`config.mk`:
```
export PLATFORM = sky130hd
export DESIGN_NAME = i2s_tx_serializer
export DESIGN_NICKNAME = d
export VERILOG_FILES = /design/src/rtl/i2s_tx_serializer.sv
export SDC_FILE = /design/constraint.sdc
export NUM_CORES = 1
export LEC_CHECK = 0
export ABC_AREA = 0
export CORE_ASPECT_RATIO = 1.1
export CORE_MARGIN = 1.5
export CORE_UTILIZATION = 53
export CTS_BUF_LIST = sky130_fd_sc_hd__clkbuf_8
export DETAILED_ROUTE_END_ITERATION = 16
export PLACE_DENSITY = 0.82
export SKIP_CTS_REPAIR_TIMING = 1
export SLEW_MARGIN = 20
export SYNTH_ARGS = -nofsm -noshare
export SYNTH_HDL_FRONTEND = slang
export SYNTH_SLANG_ARGS = --single-unit
```
`constraint.sdc`:
```
create_clock -name clk -period 3.2 [get_ports clk]
set_input_delay 0.64 -clock clk [delete_from_list [all_inputs] [get_ports clk]]
set_output_delay 0.64 -clock clk [all_outputs]
set_load 0.02 [all_outputs]
```
`src/rtl/i2s_tx_serializer.sv`:
```
// Philips I2S transmitter: fetches one word per channel slot with a data_req
// strobe and shifts it out MSB first, one bclk after the lrck transition.
module i2s_tx_serializer #(
    parameter int unsigned DATA_WIDTH = 24,
    parameter int unsigned SLOT_WIDTH = 32,
    parameter int unsigned BCLK_DIV   = 4
) (
    input  logic                  clk,
    input  logic                  rst_n,
    input  logic                  enable,
    input  logic [DATA_WIDTH-1:0] data_in,
    input  logic                  data_valid,
    output logic                  data_req,
    output logic                  frame_start,
    output logic                  bclk,
    output logic                  lrck,
    output logic                  sdata,
    output logic                  underflow
);

    localparam int unsigned DIV_W = (BCLK_DIV > 1) ? $clog2(BCLK_DIV) : 1;
    localparam int unsigned B_W   = (SLOT_WIDTH > 1) ? $clog2(SLOT_WIDTH) : 1;

    typedef enum logic [1:0] {
        ST_IDLE,
        ST_RUN,
        ST_STOP_PENDING
    } state_e;

    state_e                state_q, state_d;
    logic [DIV_W-1:0]      div_q, div_d;
    logic [B_W-1:0]        b_q, b_d;
    logic                  ch_q, ch_d;
    logic [DATA_WIDTH-1:0] shift_q, shift_d;
    logic                  data_req_q, data_req_d;
    logic                  frame_start_q, frame_start_d;
    logic                  bclk_q, bclk_d;
    logic                  lrck_q, lrck_d;
    logic                  sdata_q, sdata_d;
    logic                  underflow_q, underflow_d;
    logic                  div_wrap, b_wrap;

    // Next-state and output logic
    always_comb begin
        state_d       = state_q;
        div_d         = div_q;
        b_d           = b_q;
        ch_d          = ch_q;
        shift_d       = shift_q;
        data_req_d    = 1'b0;
        frame_start_d = 1'b0;
        bclk_d        = bclk_q;
        lrck_d        = lrck_q;
        sdata_d       = sdata_q;
        underflow_d   = underflow_q;
        div_wrap      = (div_q == DIV_W'(BCLK_DIV - 1));
        b_wrap        = (b_q == B_W'(SLOT_WIDTH - 1));

        // Capture on the edge that ends the data_req cycle
        if (data_req_q) begin
            shift_d = data_valid ? data_in : '0;
            if (!data_valid) begin
                underflow_d = 1'b1;
            end
        end

        case (state_q)
            ST_IDLE: begin
                div_d   = '0;
                b_d     = '0;
                ch_d    = 1'b0;
                bclk_d  = 1'b0;
                lrck_d  = 1'b0;
                sdata_d = 1'b0;
                if (enable) begin
                    state_d       = ST_RUN;
                    data_req_d    = 1'b1;
                    frame_start_d = 1'b1;
                end
            end
            default: begin
                if (state_q == ST_RUN && !enable) begin
                    state_d = ST_STOP_PENDING;
                end else if (state_q == ST_STOP_PENDING && enable) begin
                    state_d = ST_RUN;
                end

                div_d  = div_wrap ? '0 : div_q + DIV_W'(1);
                bclk_d = (div_d >= DIV_W'(BCLK_DIV / 2));

                if (div_wrap) begin
                    b_d = b_wrap ? '0 : b_q + B_W'(1);
                    if (b_wrap) begin
                        ch_d = ~ch_q;
                    end
                    // A pending stop ends exactly where the next left slot would begin
                    if (b_wrap && ch_q && state_q == ST_STOP_PENDING && !enable) begin
                        state_d = ST_IDLE;
                        div_d   = '0;
                        b_d     = '0;
                        ch_d    = 1'b0;
                        shift_d = '0;
                        bclk_d  = 1'b0;
                        lrck_d  = 1'b0;
                        sdata_d = 1'b0;
                    end else begin
                        lrck_d = ch_d;
                        if (b_d == '0) begin
                            sdata_d       = 1'b0;
                            data_req_d    = 1'b1;
                            frame_start_d = ~ch_d;
                        end else if (b_d <= B_W'(DATA_WIDTH)) begin
                            sdata_d = shift_q[DATA_WIDTH-1];
                            shift_d = shift_q << 1;
                        end else begin
                            sdata_d = 1'b0;
                        end
                    end
                end
            end
        endcase
    end

    // State register, synchronous active-low reset
    always_ff @(posedge clk) begin
        if (!rst_n) begin
            state_q       <= ST_IDLE;
            div_q         <= '0;
            b_q           <= '0;
            ch_q          <= 1'b0;
            shift_q       <= '0;
            data_req_q    <= 1'b0;
            frame_start_q <= 1'b0;
            bclk_q        <= 1'b0;
            lrck_q        <= 1'b0;
            sdata_q       <= 1'b0;
            underflow_q   <= 1'b0;
        end else begin
            state_q       <= state_d;
            div_q         <= div_d;
            b_q           <= b_d;
            ch_q          <= ch_d;
            shift_q       <= shift_d;
            data_req_q    <= data_req_d;
            frame_start_q <= frame_start_d;
            bclk_q        <= bclk_d;
            lrck_q        <= lrck_d;
            sdata_q       <= sdata_d;
            underflow_q   <= underflow_d;
        end
    end

    assign data_req    = data_req_q;
    assign frame_start = frame_start_q;
    assign bclk        = bclk_q;
    assign lrck        = lrck_q;
    assign sdata       = sdata_q;
    assign underflow   = underflow_q;

endmodule
```
# Yosys cells after proc, flatten, opt, wreduce, memory -nomap -nowiden
# Cells that the tools add are included.
dict set report totals {
  register_bits 39
  input_bits 28
  out_inout_bits 6
  wordCells 69
}
dict set report classes {
  addsub 2
  n_lt_le_gt_ge 2
  eq_ne 5
  muxes 36
  bitwise_logic 4
  n_reduce_logical 10
}
# operator count
set ops {}
lappend ops {{24-bit 2-to-1 mux} 7}
lappend ops {{1-bit 2-to-1 mux} 18}
lappend ops {{2-bit 2-to-1 mux} 9}
lappend ops {{5-bit 2-to-1 mux} 2}
lappend ops {{5-bit by 1-bit adder with 5-bit output, second input constant} 1}
lappend ops {{5-bit == test, second input constant} 1}
lappend ops {{5-bit less-or-equal comparator, second input constant} 1}
lappend ops {{1-bit logical AND} 5}
lappend ops {{5-bit logical NOT} 1}
lappend ops {{2-bit == test, second input constant} 2}
lappend ops {{1-bit NOT} 4}
lappend ops {{2-bit by 1-bit adder with 2-bit output, second input constant} 1}
lappend ops {{2-bit by 1-bit == test with 1-bit output, second input constant} 1}
lappend ops {{2-bit >= comparator, second input constant} 1}
lappend ops {{2-bit logical NOT} 1}
lappend ops {{2-bit != test, second input constant} 1}
lappend ops {{2-bit AND reduction} 1}
lappend ops {{2-bit OR reduction} 1}
lappend ops {{1-bit logical NOT} 1}

# Logic depth before layout (Yosys ltp)
dict set report depth {
  word_depth 9
  depth_mapped 11
  depth_no_buf 8
}

# Least setup slack after synthesis
# No wires, ideal clock.
dict set report synth_path {
  kind {register to register}
  from {register b_q[0]}
  to {register shift_q[3]}
  arrival_time_ns 2.272
  path_slack_ns 0.810
  path_stages_with_launch 11
  path_buffers 2
  synth_period_minus_slack_ns 2.390
  path_cell_list {dfxtp_1 > ha_1 > and3_1 > ha_1 > nor2_1 > mux2_4 > and3_4 > buf_6 > or3_1 > buf_2 > a32o_1}
}
dict set report synth_between {
  elab_chain_cells 8
}
# element line_no
set synth_rtl {}
lappend synth_rtl {{from (decl)} 32} ;# logic [B_W-1:0] b_q, b_d;
lappend synth_rtl {{from (signal assigned)} 129} ;# b_q <= '0;
lappend synth_rtl {{from (signal assigned)} 141} ;# b_q <= b_d;
lappend synth_rtl {{5-bit by 1-bit adder with 5-bit output / 5-bit == test (equally long branches)} {92, 57}}
lappend synth_rtl {{5-bit 2-to-1 mux} 92} ;# b_d = b_wrap ? '0 : b_q + B_W'(1);
lappend synth_rtl {{5-bit less-or-equal comparator} 112} ;# end else if (b_d <= B_W'(DATA_WIDTH)) begin
lappend synth_rtl {{24-bit 2-to-1 mux} 112}
lappend synth_rtl {{24-bit 2-to-1 mux} 108} ;# if (b_d == '0) begin
lappend synth_rtl {{24-bit 2-to-1 mux (*)} 97} ;# if (b_wrap && ch_q && state_q == ST_STOP_PENDING && !enable) begin
lappend synth_rtl {{24-bit 2-to-1 mux (*)} 91} ;# if (div_wrap) begin
lappend synth_rtl {{24-bit 2-to-1 mux (*)} 67} ;# case (state_q)
lappend synth_rtl {{to (signal assigned)} 143} ;# shift_q <= shift_d;
lappend synth_rtl {{to (decl)} 34} ;# logic [DATA_WIDTH-1:0] shift_q, shift_d;
# Mark *: on every way between the ends. The rest lies on a longest branch, timed or not.
# A chain may end at the register's enable or synchronous reset.

# Worst setup path after layout
dict set report layout_path {
  from {register b_q[0]}
  to {register shift_q[14]}
}
# Same word-level chain as after synthesis.

==> reports/results.tsv <==
metric	value	unit
place_ws	445.5	ps
power_leakage	0.8605	nW
use_met3	0.06890	
ff_latch_area	760.7	um^2
grt_usage	0.2249	
synthMuxAreaShare	0.007910	
grtUsageMet1	0.2740	
dp.final_hpwl	2612	um
p_per_area	435.5	nW/um^2
crit_arrival	3010	ps
gp_congestion	0.7720	
p_comb_frac	0.117	
grt_pass1_wl	6762	um
async_flop_share	0	
synth_edf_count	0	
tightest_slew	844.6	ps
drv_slew	0	
synth_ff_type	dfxtp_1	
outcome	finished clean	
crit_type	register to register	
die_x	60.06	um
clkPwrFrac	0.383	
hp-class	register to register	
p_int	787.4	uW
die_y	65.77	um
netlist_instances	241	
vias	1766	
fin_hold_ws	419.0	ps
syn_to_final_growth	22.74	%
drc_errors	0	
switching_share	0.2240	
core_area	3386	um^2
power.switching	227.3	uW
ys_ff_latch	38	
grt_overflow	0	
diodes	0	
cp_top_family	simple AND/OR/NAND/NOR gates	
fin_nets	297	
cts_root_buffer	clkbuf_8	
slowest_stage	or3_1	
clk_pin_slew	70	ps
worstPathRequired	3420	ps
startpoint_type	register	
critPathCaptureType	register	
seqPwrFrac	0.500	
viasPerCell	5.642	
synthesis.nets	274	
critPathMaxStageDelay	580	ps
portBuffers	33	
tns	0	ps
dp.cells	305	
rows	22	
use_met2	0.3628	
htreeDepth	2	
synthTopCellsByCount	nand2_1 (45), dfxtp_1 (38), a21oi_1 (28), o21ai_0 (25), o41ai_1 (22)	
fin_util	0.6881	
crit_buf_inv	1	
wl	4014	um
layout.cells.non_filler	313	
cts_tree	done	
dieArea	3950	um^2
synth_top_family_by_area	compound AO/OA/AOI/OAI gates	
period_minus_slack	2783	ps
nFillCells	287	
design_area	2330	um^2
finalClockSkew	2.367	ps
vdd_drop_max	380.8	uV
yosysTopAreaCell	dfxtp_1	
synthXorXnorAreaFrac	0.009229	
numClockSinks	38	
max_cap_violations	0	
multiInputGateArea	1012	um^2
layout-drive-gt1-share	0.05660	
max_slew_margin	0.4352	
layout_setup_ws	416.6	ps
clock_path_buffers	2	
numCtsBuffers	5	
synth-simple-area-share	0.1905	
grt_start_max_net_pins	51	
first_iter_violations	124	
fin_crit_sh	0.8698	
placedInstanceArea	2223	um^2
synth_area_leaders	dfxtp_1 (40%), o41ai_1 (10%), nand2_1 (8.9%)	
finalHoldViolations	0	
dr.pass1.iters	4	
wl_per_cell	12.82	um
io-pin-count	34	
synth_fa_ha_area_frac	0.03823	
cp_max_fo	24	
synth_top_area_share	0.4008	
grt_busiest_layer	met2	
synth_compound_area_frac	0.2874	
setup_viol	0	
power.total	1.015	mW
yosysWarnings	0	
ant_nets	0	
path_cells	ha_1 -> and3_1 -> ha_1 -> nor2b_1 -> mux2_4 -> and3_4 -> or3_1 -> buf_4 -> a21oi_1	
initial_core_util	0.5606	
worst_skew_pair.late_latency	290	ps
seq_area_frac_synth	0.4008	
grt_antenna_before_repair	0	
first_global_vias	1607	
path_common_cell	ha_1	
syn-cell-area	1898	um^2
max_freq	359.3	MHz
avgSynthCellArea	7.876	um^2
ys_types	35	
rsz0062_at_grt	no	
yosysMostFrequentCell	nand2_1	
-- kinds of logic (layout without fill, tap and decap cells) --
logic type,count (synthesis),in the layout
buf+inv,27,51
mux,1,1
compound gates,87,87
xor+xnor,2,2
simple gates,80,80
flops,38,38
fa+ha+maj,6,6
-- path summary, 6_finish.rpt --
check,to,cells after the start,slack [ps],startpoint
setup / recovery,shift_q[14]$_SDFF_PN0_,9,420,b_q[0]$_SDFFE_PP0P_
hold / removal,div_q[0]$_SDFF_PP0_,1,420,div_q[0]$_SDFF_PP0_
setup reg to reg,shift_q[14]$_SDFF_PN0_,9,420,b_q[0]$_SDFFE_PP0P_
hold reg to reg,div_q[0]$_SDFF_PP0_,1,420,div_q[0]$_SDFF_PP0_
-- layout by cell type, fill, tap and decap left out, types with 2 or more instances in the layout --
master / synthesis / layout
nor2_1: 14 / 14
a21oi_1: 28 / 28
ha_1: 5 / 5
nor3b_1: 2 / 2
xnor2_1: 2 / 2
o21ai_0: 25 / 25
nor3_1: 2 / 2
clkdlybuf4s50_1: 0 / 33
and3_1: 2 / 2
nor2b_1: 4 / 4
nand3_1: 3 / 3
buf_4: 0 / 6
dfxtp_1: 38 / 38
nand2_1: 45 / 45
o21ai_1: 3 / 3
o41ai_1: 22 / 22
a32o_1: 2 / 2
clkbuf_8: 0 / 5
inv_1: 3 / 5
a22oi_1: 4 / 4
-- power groups by stage --
stage / Clock, mW / Sequential, mW / Combinational (mW)
CTS: 0.397 / 0.507 / 0.119
detailed placement: 0 / 0.518 / 0.118
floorplan: 0 / 0.517 / 0.0662
global route: 0.414 / 0.510 / 0.134
finish: 0.389 / 0.507 / 0.118
global placement: 0 / 0.518 / 0.116
-- routing by layer --
layer	vias up	share of wire
met2	49	0.46
met3	5	0.048
li1	914	-
met4	0	0.013
met5	-	0
met1	798	0.47
-- state kept, by name, indices dropped and copies added, names as in the netlist --
register     cells
div_q            2
lrck             1
shift_q         24
state_q          2
underflow        1
b_q              5
sdata            1
data_req         1
frame_start      1
-- layout make-up --
cell class                      count  share of cell area
Clock inverter                      3             0.01611
Sequential cell                    38              0.3265
Tap cell                           48             0.02578
Inverter                            4            0.006445
Clock buffer                        5             0.02954
Multi-Input combinational cell    176              0.4345
Timing Repair Buffer               39              0.1611
Note: power is estimated with default switching activity, not from simulation.
